<file path="config.mk">
export PLATFORM = sky130hd
export DESIGN_NAME = iob_tty
export DESIGN_NICKNAME = d
export VERILOG_FILES = /design/src/rtl/iob_pkg.sv /design/src/rtl/tty_serial_rx.sv /design/src/rtl/iob_tty.sv
export SDC_FILE = /design/constraint.sdc
export NUM_CORES = 1
export LEC_CHECK = 0
export ABC_AREA = 1
export BUFFER_PORTS_ARGS = -buffer_cell sky130_fd_sc_hd__buf_2
export CAP_MARGIN = 20
export CORE_ASPECT_RATIO = 1.75
export CORE_MARGIN = 4
export CORE_UTILIZATION = 40
export CTS_CLUSTER_SIZE = 24
export DETAILED_ROUTE_END_ITERATION = 10
export GPL_ROUTABILITY_DRIVEN = 0
export PLACE_DENSITY = 0.72
export SYNTH_ARGS = -nofsm -noshare
export SYNTH_HDL_FRONTEND = slang
export SYNTH_HIERARCHICAL = 1
export SYNTH_SLANG_ARGS = --single-unit
</file>
<file path="constraint.sdc">
create_clock -name clk -period 2.5 [get_ports clk]
set_clock_uncertainty 0.15 [all_clocks]
set_input_delay 0.625 -clock clk [delete_from_list [all_inputs] [get_ports clk]]
set_output_delay 0.625 -clock clk [all_outputs]
set_load 0.02 [all_outputs]
</file>
<file path="src/rtl/iob_pkg.sv">
// Shared constants and types for KA10 I/O-bus devices: CONI/CONO bit positions
// (bus numbering, bit 35 is the LSB), the default TTY device code and serial FSM states.
package iob_pkg;

    localparam logic [6:0] TTY_DEV = 7'o24;

    // CONI status layout; PIA occupies PIA_LSB..35
    localparam int PIA_LSB  = 33;
    localparam int OUT_DONE = 32;
    localparam int OUT_BUSY = 31;
    localparam int IN_DONE  = 30;
    localparam int IN_BUSY  = 29;
    localparam int OVERRUN  = 28;

    localparam int CONO_CLR_OUT = 32;
    localparam int CONO_CLR_IN  = 31;
    localparam int CONO_SET_OUT = 28;
    localparam int CONO_SET_IN  = 27;

    localparam int CHAR_MSB = 28;
    localparam int CHAR_LSB = 35;

    typedef enum logic [1:0] {
        IDLE  = 2'd0,
        START = 2'd1,
        DATA  = 2'd2,
        STOP  = 2'd3
    } ser_state_e;

endpackage

</file>
<file path="src/rtl/tty_serial_rx.sv">
// TTY receiver: two-flop synchroniser, start-bit glitch rejection, mid-bit sampling
// and an LSB-first shift register. char_valid_o pulses at the stop-bit sample.
module tty_serial_rx
    import iob_pkg::*;
#(
    parameter int DIV = 8
) (
    input  logic       clk,
    input  logic       rst,
    input  logic       srst,
    input  logic       rx_i,
    output logic       busy_o,
    output logic       char_valid_o,
    output logic [7:0] data_o
);

    localparam int CW = $clog2(DIV);
    localparam logic [CW-1:0] HALF_LAST = CW'(DIV / 2 - 1);
    localparam logic [CW-1:0] BIT_LAST  = CW'(DIV - 1);

    ser_state_e    state_q;
    logic [CW-1:0] cnt_q;
    logic [2:0]    bit_q;
    logic [7:0]    shift_q;
    logic          busy_q;
    logic          meta_q;
    logic          sync_q;
    logic          prev_q;

    always_ff @(posedge clk or posedge rst) begin
        if (rst) begin
            meta_q  <= 1'b1;
            sync_q  <= 1'b1;
            prev_q  <= 1'b1;
            state_q <= IDLE;
            cnt_q   <= '0;
            bit_q   <= '0;
            shift_q <= '0;
            busy_q  <= 1'b0;
        end else if (srst) begin
            meta_q  <= 1'b1;
            sync_q  <= 1'b1;
            prev_q  <= 1'b1;
            state_q <= IDLE;
            cnt_q   <= '0;
            bit_q   <= '0;
            shift_q <= '0;
            busy_q  <= 1'b0;
        end else begin
            meta_q <= rx_i;
            sync_q <= meta_q;
            prev_q <= sync_q;
            unique case (state_q)
                IDLE: begin
                    if (prev_q && !sync_q) begin
                        state_q <= START;
                        cnt_q   <= '0;
                        busy_q  <= 1'b1;
                    end
                end
                START: begin
                    // Line back high at mid start bit means a glitch, not a character
                    if (cnt_q == HALF_LAST) begin
                        cnt_q <= '0;
                        bit_q <= '0;
                        if (sync_q) begin
                            state_q <= IDLE;
                            busy_q  <= 1'b0;
                        end else begin
                            state_q <= DATA;
                        end
                    end else begin
                        cnt_q <= cnt_q + 1'b1;
                    end
                end
                DATA: begin
                    if (cnt_q == BIT_LAST) begin
                        cnt_q   <= '0;
                        shift_q <= {sync_q, shift_q[7:1]};
                        bit_q   <= bit_q + 1'b1;
                        if (bit_q == 3'd7) state_q <= STOP;
                    end else begin
                        cnt_q <= cnt_q + 1'b1;
                    end
                end
                STOP: begin
                    if (cnt_q == BIT_LAST) begin
                        cnt_q   <= '0;
                        state_q <= IDLE;
                        busy_q  <= 1'b0;
                    end else begin
                        cnt_q <= cnt_q + 1'b1;
                    end
                end
                default: state_q <= IDLE;
            endcase
        end
    end

    assign busy_o       = busy_q;
    assign char_valid_o = (state_q == STOP) && (cnt_q == BIT_LAST);
    assign data_o       = shift_q;

endmodule

</file>
<file path="src/rtl/iob_tty.sv">
// Teletype console on the KA10 I/O bus: CONO/DATAO/CONI/DATAI decode, TX serialiser,
// flags and PI request. Define TTY_LOOPBACK_EN to feed the receiver from tty_tx.
module iob_tty
    import iob_pkg::*;
#(
    parameter logic [6:0] DEV = TTY_DEV,
    parameter int         DIV = 8
) (
    input  logic        clk,
    input  logic        reset,
    input  logic        iobus_iob_reset,
    input  logic [3:9]  iobus_ios,
    input  logic        iobus_datao_clear,
    input  logic        iobus_datao_set,
    input  logic        iobus_cono_clear,
    input  logic        iobus_cono_set,
    input  logic        iobus_iob_datai,
    input  logic        iobus_iob_coni,
    input  logic [0:35] iobus_iob_out,
    output logic [0:35] iobus_iob_in,
    output logic [1:7]  iobus_pi,
    input  logic        tty_rx,
    output logic        tty_tx
);

    localparam int TW = $clog2(2 * DIV);
    localparam logic [TW-1:0] TX_BIT_LAST  = TW'(DIV - 1);
    localparam logic [TW-1:0] TX_STOP_LAST = TW'(2 * DIV - 1);

    logic        sel;
    logic        cono_clr, cono_set, datao_clr, datao_set;
    logic        coni_rd, datai_rd, datai_fall;
    logic [2:0]  pia_q;
    logic        out_busy_q, out_done_q, in_done_q, overrun_q;
    logic [7:0]  tbuf_q, tbuf_d, rbuf_q;
    logic        datai_rd_q;
    ser_state_e  tx_state_q;
    logic [TW-1:0] tx_cnt_q;
    logic [2:0]  tx_bit_q;
    logic [7:0]  tx_shift_q;
    logic        tx_q, tx_pend_q;
    logic        tx_last, tx_restart, tx_finish;
    logic        rx_src, in_busy, rx_valid;
    logic [7:0]  rx_data;
    logic [0:35] coni_word, datai_word;

    assign sel        = (iobus_ios == DEV);
    assign cono_clr   = iobus_cono_clear  & sel;
    assign cono_set   = iobus_cono_set    & sel;
    assign datao_clr  = iobus_datao_clear & sel;
    assign datao_set  = iobus_datao_set   & sel;
    assign coni_rd    = iobus_iob_coni    & sel;
    assign datai_rd   = iobus_iob_datai   & sel;
    assign datai_fall = datai_rd_q & ~datai_rd;

    always_comb begin
        tbuf_d = tbuf_q;
        if (datao_clr) tbuf_d = '0;
        if (datao_set) tbuf_d = tbuf_d | iobus_iob_out[CHAR_MSB:CHAR_LSB];
    end

    // A DATAO seen during a character (or on its last cycle) chains the next one
    assign tx_last    = (tx_state_q == STOP) && (tx_cnt_q == TX_STOP_LAST);
    assign tx_restart = tx_last && (tx_pend_q || datao_set);
    assign tx_finish  = tx_last && !tx_restart;

    always_ff @(posedge clk or posedge reset) begin
        if (reset) begin
            tx_state_q <= IDLE;
            tx_cnt_q   <= '0;
            tx_bit_q   <= '0;
            tx_shift_q <= '0;
            tx_q       <= 1'b1;
            tx_pend_q  <= 1'b0;
        end else if (iobus_iob_reset) begin
            tx_state_q <= IDLE;
            tx_cnt_q   <= '0;
            tx_bit_q   <= '0;
            tx_shift_q <= '0;
            tx_q       <= 1'b1;
            tx_pend_q  <= 1'b0;
        end else begin
            if (tx_last)                                tx_pend_q <= 1'b0;
            else if (datao_set && tx_state_q != IDLE)   tx_pend_q <= 1'b1;
            unique case (tx_state_q)
                IDLE: begin
                    if (out_busy_q) begin
                        tx_state_q <= START;
                        tx_cnt_q   <= '0;
                        tx_shift_q <= tbuf_d;
                        tx_q       <= 1'b0;
                    end
                end
                START: begin
                    if (tx_cnt_q == TX_BIT_LAST) begin
                        tx_state_q <= DATA;
                        tx_cnt_q   <= '0;
                        tx_bit_q   <= '0;
                        tx_q       <= tx_shift_q[0];
                        tx_shift_q <= {1'b0, tx_shift_q[7:1]};
                    end else begin
                        tx_cnt_q <= tx_cnt_q + 1'b1;
                    end
                end
                DATA: begin
                    if (tx_cnt_q == TX_BIT_LAST) begin
                        tx_cnt_q <= '0;
                        tx_bit_q <= tx_bit_q + 1'b1;
                        if (tx_bit_q == 3'd7) begin
                            tx_state_q <= STOP;
                            tx_q       <= 1'b1;
                        end else begin
                            tx_q       <= tx_shift_q[0];
                            tx_shift_q <= {1'b0, tx_shift_q[7:1]};
                        end
                    end else begin
                        tx_cnt_q <= tx_cnt_q + 1'b1;
                    end
                end
                STOP: begin
                    if (tx_last) begin
                        tx_cnt_q <= '0;
                        if (tx_restart) begin
                            tx_state_q <= START;
                            tx_shift_q <= tbuf_d;
                            tx_q       <= 1'b0;
                        end else begin
                            tx_state_q <= IDLE;
                        end
                    end else begin
                        tx_cnt_q <= tx_cnt_q + 1'b1;
                    end
                end
                default: tx_state_q <= IDLE;
            endcase
        end
    end

    always_ff @(posedge clk or posedge reset) begin
        if (reset) begin
            pia_q      <= '0;
            out_busy_q <= 1'b0;
            out_done_q <= 1'b0;
            in_done_q  <= 1'b0;
            overrun_q  <= 1'b0;
            tbuf_q     <= '0;
            rbuf_q     <= '0;
            datai_rd_q <= 1'b0;
        end else if (iobus_iob_reset) begin
            pia_q      <= '0;
            out_busy_q <= 1'b0;
            out_done_q <= 1'b0;
            in_done_q  <= 1'b0;
            overrun_q  <= 1'b0;
            tbuf_q     <= '0;
            rbuf_q     <= '0;
            datai_rd_q <= 1'b0;
        end else begin
            tbuf_q     <= tbuf_d;
            datai_rd_q <= datai_rd;
            pia_q      <= (cono_clr ? 3'b000 : pia_q)
                        | (cono_set ? iobus_iob_out[PIA_LSB:35] : 3'b000);

            if (tx_finish) out_busy_q <= 1'b0;
            if (datao_set) out_busy_q <= 1'b1;

            // Later statements win: CONO set bits override the clears
            if (tx_finish)                               out_done_q <= 1'b1;
            if (datao_set)                               out_done_q <= 1'b0;
            if (cono_set && iobus_iob_out[CONO_CLR_OUT]) out_done_q <= 1'b0;
            if (cono_set && iobus_iob_out[CONO_SET_OUT]) out_done_q <= 1'b1;

            if (datai_fall)                              in_done_q <= 1'b0;
            if (rx_valid)                                in_done_q <= 1'b1;
            if (cono_set && iobus_iob_out[CONO_CLR_IN])  in_done_q <= 1'b0;
            if (cono_set && iobus_iob_out[CONO_SET_IN])  in_done_q <= 1'b1;

            if (rx_valid && in_done_q)                   overrun_q <= 1'b1;
            if (cono_set && iobus_iob_out[CONO_CLR_IN])  overrun_q <= 1'b0;

            if (rx_valid) rbuf_q <= rx_data;
        end
    end

`ifdef TTY_LOOPBACK_EN
    assign rx_src = tx_q;
`else
    assign rx_src = tty_rx;
`endif

    tty_serial_rx #(
        .DIV (DIV)
    ) u_rx (
        .clk          (clk),
        .rst          (reset),
        .srst         (iobus_iob_reset),
        .rx_i         (rx_src),
        .busy_o       (in_busy),
        .char_valid_o (rx_valid),
        .data_o       (rx_data)
    );

    always_comb begin
        coni_word                 = '0;
        coni_word[PIA_LSB:35]     = pia_q;
        coni_word[OUT_DONE]       = out_done_q;
        coni_word[OUT_BUSY]       = out_busy_q;
        coni_word[IN_DONE]        = in_done_q;
        coni_word[IN_BUSY]        = in_busy;
        coni_word[OVERRUN]        = overrun_q;
        datai_word                = '0;
        datai_word[CHAR_MSB:CHAR_LSB] = rbuf_q;
        iobus_iob_in = (coni_rd ? coni_word : '0) | (datai_rd ? datai_word : '0);
    end

    for (genvar gi = 1; gi <= 7; gi++) begin : g_pi
        assign iobus_pi[gi] = (out_done_q | in_done_q) && (pia_q == 3'(gi));
    end

    assign tty_tx = tx_q;

endmodule

</file>
# Yosys cells after proc, flatten, opt, wreduce, memory -nomap -nowiden
# Cells that the tools add are included.
dict set report totals {
  in_bits 53
  wordCells 208
  ff_bits 63
  output_inout_bits 44
}
dict set report classes {
  mux 92
  n_addsub 4
  n_reduce_logical 45
  bitwise 12
  eq_ne 33
}
# operator count
set ops {}
lappend ops {{2-to-1 mux 8 bit} 17}
lappend ops {{2-to-1 mux 3 bit} 13}
lappend ops {{2-to-1 mux 1 bit} 36}
lappend ops {{one-hot mux 8 bit (4 select lines)} 1}
lappend ops {{2-to-1 mux 2 bit} 13}
lappend ops {{== test 3 bit, second input constant} 7}
lappend ops {{inequality test 3 bit, second input constant} 7}
lappend ops {{AND reduction 5 bit} 4}
lappend ops {{logical AND 1 bit} 18}
lappend ops {{inequality test 3 x 2 -> 1 bit, second input constant} 6}
lappend ops {{2-to-1 mux 4 bit} 4}
lappend ops {{OR 8 bit} 2}
lappend ops {{one-hot mux 2 bit (4 select lines)} 2}
lappend ops {{nonzero test 3 bit} 5}
lappend ops {{one-hot mux 3 bit (2 select lines)} 2}
lappend ops {{one-hot mux 4 bit (3 select lines)} 1}
lappend ops {{nonzero test 5 bit} 2}
lappend ops {{adder 3 x 1 -> 3 bit, second input constant} 3}
lappend ops {{== test 3 x 2 -> 1 bit, second input constant} 3}
lappend ops {{one-hot mux 3 bit (3 select lines)} 1}
lappend ops {{== test 2 bit, second input constant} 4}
lappend ops {{nonzero test 2 bit} 4}
lappend ops {{bitwise AND 1 bit} 7}
lappend ops {{== test 7 x 5 -> 1 bit, second input constant} 1}
lappend ops {{18 further kinds} 23}

# Logic depth before layout (Yosys ltp)
dict set report depth {
  ltp_word 11
  mapped_depth 11
}

# By module
# The synthesis kept the hierarchy.
# mod cells_each seq_area_each_um2 area_per_inst_um2 instances
set by_module_without_submodules {}
lappend by_module_without_submodules {iob_tty 335 1077.3 2586.2 1}
lappend by_module_without_submodules {tty_serial_rx 119 504.2 1011.0 1}

# Least setup slack after synthesis
# No wires, ideal clock.
dict set report synth_path {
  path_type {in2out}
  startpoint {input port iobus_ios[6] in the netlist's numbering}
  endpoint {output port iobus_iob_in[28] in the netlist's numbering}
  required_time_ns 1.725
  path_slack_ns -0.050
  n_path_buf 1
  path_stages 8
  t_arrival_ns 1.775
  cell_sequence {inv_1 > nand2_1 > nor2_1 > buf_2 > nand2_2 > nor2_1 > inv_2 > o21ai_0}
}
dict set report synth_via {
  elab_chain_len 4
  elab_cells_between_ends 6
}
# item line
set synth_lines {}
lappend synth_lines {{start: declaration} iob_tty.sv:12} ;# input logic [3:9] iobus_ios,
lappend synth_lines {{== test 7 x 5 -> 1 bit (*)} iob_tty.sv:47} ;# assign sel = (iobus_ios == DEV);
lappend synth_lines {{bitwise AND 1 bit, on equally long branches} {iob_tty.sv:52, iob_tty.sv:53}}
lappend synth_lines {{2-to-1 mux 8 bit} iob_tty.sv:213} ;# iobus_iob_in = (coni_rd ? coni_word : '0) | (datai_rd ? datai_word : '0);
lappend synth_lines {{OR 8 bit (*)} iob_tty.sv:213}
lappend synth_lines {{end: declaration} iob_tty.sv:20} ;# output logic [0:35] iobus_iob_in,
# Mark *: on every way between the ends. The rest lies on a longest branch, timed or not.

# Final worst setup path
dict set report layout_path {
  startpoint {input port iobus_ios[4] in the netlist's numbering}
  endpoint {output port iobus_iob_in[31] in the netlist's numbering}
}
# Same word-level chain as after synthesis.

==> impl_results.md <==
- Status: complete, no violations
- Sw power: 1.02 mW
- Final max-slew violation count: 0
- Crit-path cells: buf_2 -> inv_1 -> nand2_1 -> nor2_2 -> nand2_2 -> inv_2 -> nand2_1 -> o22ai_1 -> buf_4
- Starting Density: 41.2%
- Top FF cell, synth: dfrtp_1
- Synth cell types: 36
- VDD IR max: 0.000420 V
- MaxCap Viol Count: 0
- Vias/cell: 4.99
- Grt peak-use layer: met2
- Leak: 2.11 nW
- PostCTS Resize Cnt: 2
- DP Area: around 3800 sq um
- Slowest stage delay, CP: about 210 ps
- RSZ-0062 raised after global routing: yes
- Pint: 2.26 mW
- Clock share of power: between 30% and 40%
- Setup CP Type: primary input to output pin
- Die W: roughly 80 um
- Synthesis Warnings: 6
- Total inserted antenna cells: 0
- Critical Path Sink Type: output pin
- DR vias: 3112
- Async set-reset flop share out of synthesis: 100%
- Max Freq: 404 MHz
- Final #Nets: ~570
- Post-Synthesis Cell Area: roughly 3600 sq um
- Antenna violations before repair: 0
- Grt total ovfl: 0
- Worst Hold Class: primary input to async pin
- Iteration-0 DRC Markers: 189
- Sequential fraction of the synthesis area: 44.0%
- GRT Total Usage: 16.0%
- WL final: approximately 8 mm
- Setup ws final: 27.2 ps
- Worst slew margin: about half
- GRT met1 Usage: 15.6%
- Cell mode on critical path: nand2_1
- Crit start category: primary input
- GR Util met3: 4.60%
- Endpoints failing hold: 0
- CP max FO: 7
- Gate Count Post-Synth: 454
- P&R area growth vs syn: 16.1%
- # fillers: approximately 860
- Clk_lat worst skew: around 330 ps
- Avg Inst Size Synth: between 7 and 8 sq um
- CTS tree: built
- Power per cell area: around 800 nW/um^2
- Pwr Total: around 3.3 mW
- Crit path required time: 1730 ps
- Largest net degree at the start of global routing: 44
- Synth area leaders: dfrtp_1 (41%), nand2_1 (11%), buf_4 (6.1%)
- Share of the synthesized area in the top cell type: 41.0%
- Number of flops mapped to enable cells by yosys: 0
- Fin util: 47.8%
- Number of global-route vias before repair: 3095
- DRC violations left: 0
- Die Height: around 130 um
- First-pass GRT wire length: roughly 13 mm
- Worst slack, placed: -34.2 ps
- Drt first pass iters: 4
- Critical Path AT: 1700 ps
- Fin cells: 624
- Core box area: a little under 9000 sq um
- Crit share post-route: 98.9%
- Setup bufs post-CTS: 0
- Crit path time final: 2470 ps
- Clk root buf: clkbuf_16
- Yosys reg bits: 63
- Sw Ratio: 31.0%
- CTS clock-pin slew for the worst setup and hold paths: 50 ps
- Final Instance Area: 4180 sq um
- ANT nets after route: 0
- Crit-path slowest cell: o22ai_1
- M2 GR Usage: 27.9%
- Clk buf depth: 2
- Cell taking the most area after synthesis: dfrtp_1
- Worst hold slack: about 290 ps
- Setup TNS: 0 ps
- Placed cells: 608
- WL/cell: 12.8 um
- DP HPWL: approximately 6.0 mm
- Layout cell share with drive strength beyond 1: 21.1%
- Setup Viol. Count Final: 0
- IO Pins: 97
- Die Area: 10600 sq um
- Input/output buffers: 41
- Logic gate share of total power: between 20% and 30%
- CTS Sinks: 63
- Sequential power share: 36.5%
- Tightest Pin Transition: 748 ps
- H-tree level count: 3
- Most common cell after layout, fill and taps aside: nand2_1
- Core Rows: 45
- Commonest non-fill, non-tap cells in the layout: nand2_1 (101), dfrtp_1 (59), inv_1 (49)
- CTS Hold Bufs: 0
- Cts bufs inserted: 9
state kept, by name, indices dropped and copies added (netlist names), 2 cells and up:
name and cells:
rbuf_q 8, tbuf_q 8, tx_shift_q 8, u_rx/data_o 8, tx_cnt_q 4, pia_q 3, tx_bit_q 3, u_rx/bit_q 3
u_rx/cnt_q 3, tx_state_q 2, u_rx/state_q 2
routing by layer:
layer	vias up	part of all wire, %
li1	1523	-
met1	1451	37
met2	110	53
met3	28	5.9
met4	0	4.6
met5	-	0
synth_stat cells, drive strengths merged, types with 4 or more instances:
cell type / number
nand2: 106
buf: 34
nor2: 30
or2: 9
o22ai: 13
o21ai: 37
nand4: 13
inv: 59
a21oi: 18
dfrtp: 59
nand3: 38
dfstp: 4
nor3: 5
ha: 13
power groups by stage:
| stage | Sequential, mW | Clock (mW) | Combinational [mW] |
|---|---|---|---|
| final | 1.19 | 1.27 | 0.807 |
| after global routing | 1.20 | 1.35 | 0.930 |
| after CTS | 1.19 | 1.30 | 0.819 |
| after detailed placement | 1.21 | 0 | 0.815 |
| after global placement | 1.21 | 0 | 0.796 |
| after floorplan | 1.20 | 0 | 0.694 |
worst max-delay path: cells and delay by family:
kind            cells  cell delay, ps
simple gates        4             420
compound gates      1             210
buf+inv             4             430
worst paths after layout:
kind | from | to | slack [ps] | cells past startpoint
setup / recovery | iobus_ios[4] | iobus_iob_in[31] | 30 | 9
hold / removal | reset | u_rx/cnt_q[2] | 290 | 2
setup reg to reg | tx_state_q[0] | tx_shift_q[7] | 510 | 11
hold reg to reg | tx_shift_q[7] | tx_shift_q[7] | 330 | 2
max in group asynchronous | reset | u_rx/data_o[3] | 1440 | 2
min in group clk | tx_shift_q[7] | tx_shift_q[7] | 330 | 2
cells by family (layout without fill, tap and decap cells):
logic type	after synthesis	after routing	synth area share [%]
other cells	1	28	0.104
fa+ha+maj	13	13	4.52
simple gates	204	204	26.0
xor+xnor	1	1	0.244
buf+inv	98	124	13.6
compound gates	74	74	11.6
flops	63	63	44.0
final cells by class:
type                       count  area, sq um  area share [%]
multi-input combinational    320         1640            39.4
sequential                    63         1580            37.9
clock buffer                  14          274            6.56
timing repair buffer          47          263            6.29
inverter                      61          229            5.48
tap                          117          146            3.51
clock inverter                 2         37.5           0.899
No activity file was read; power rests on OpenSTA's default activity.
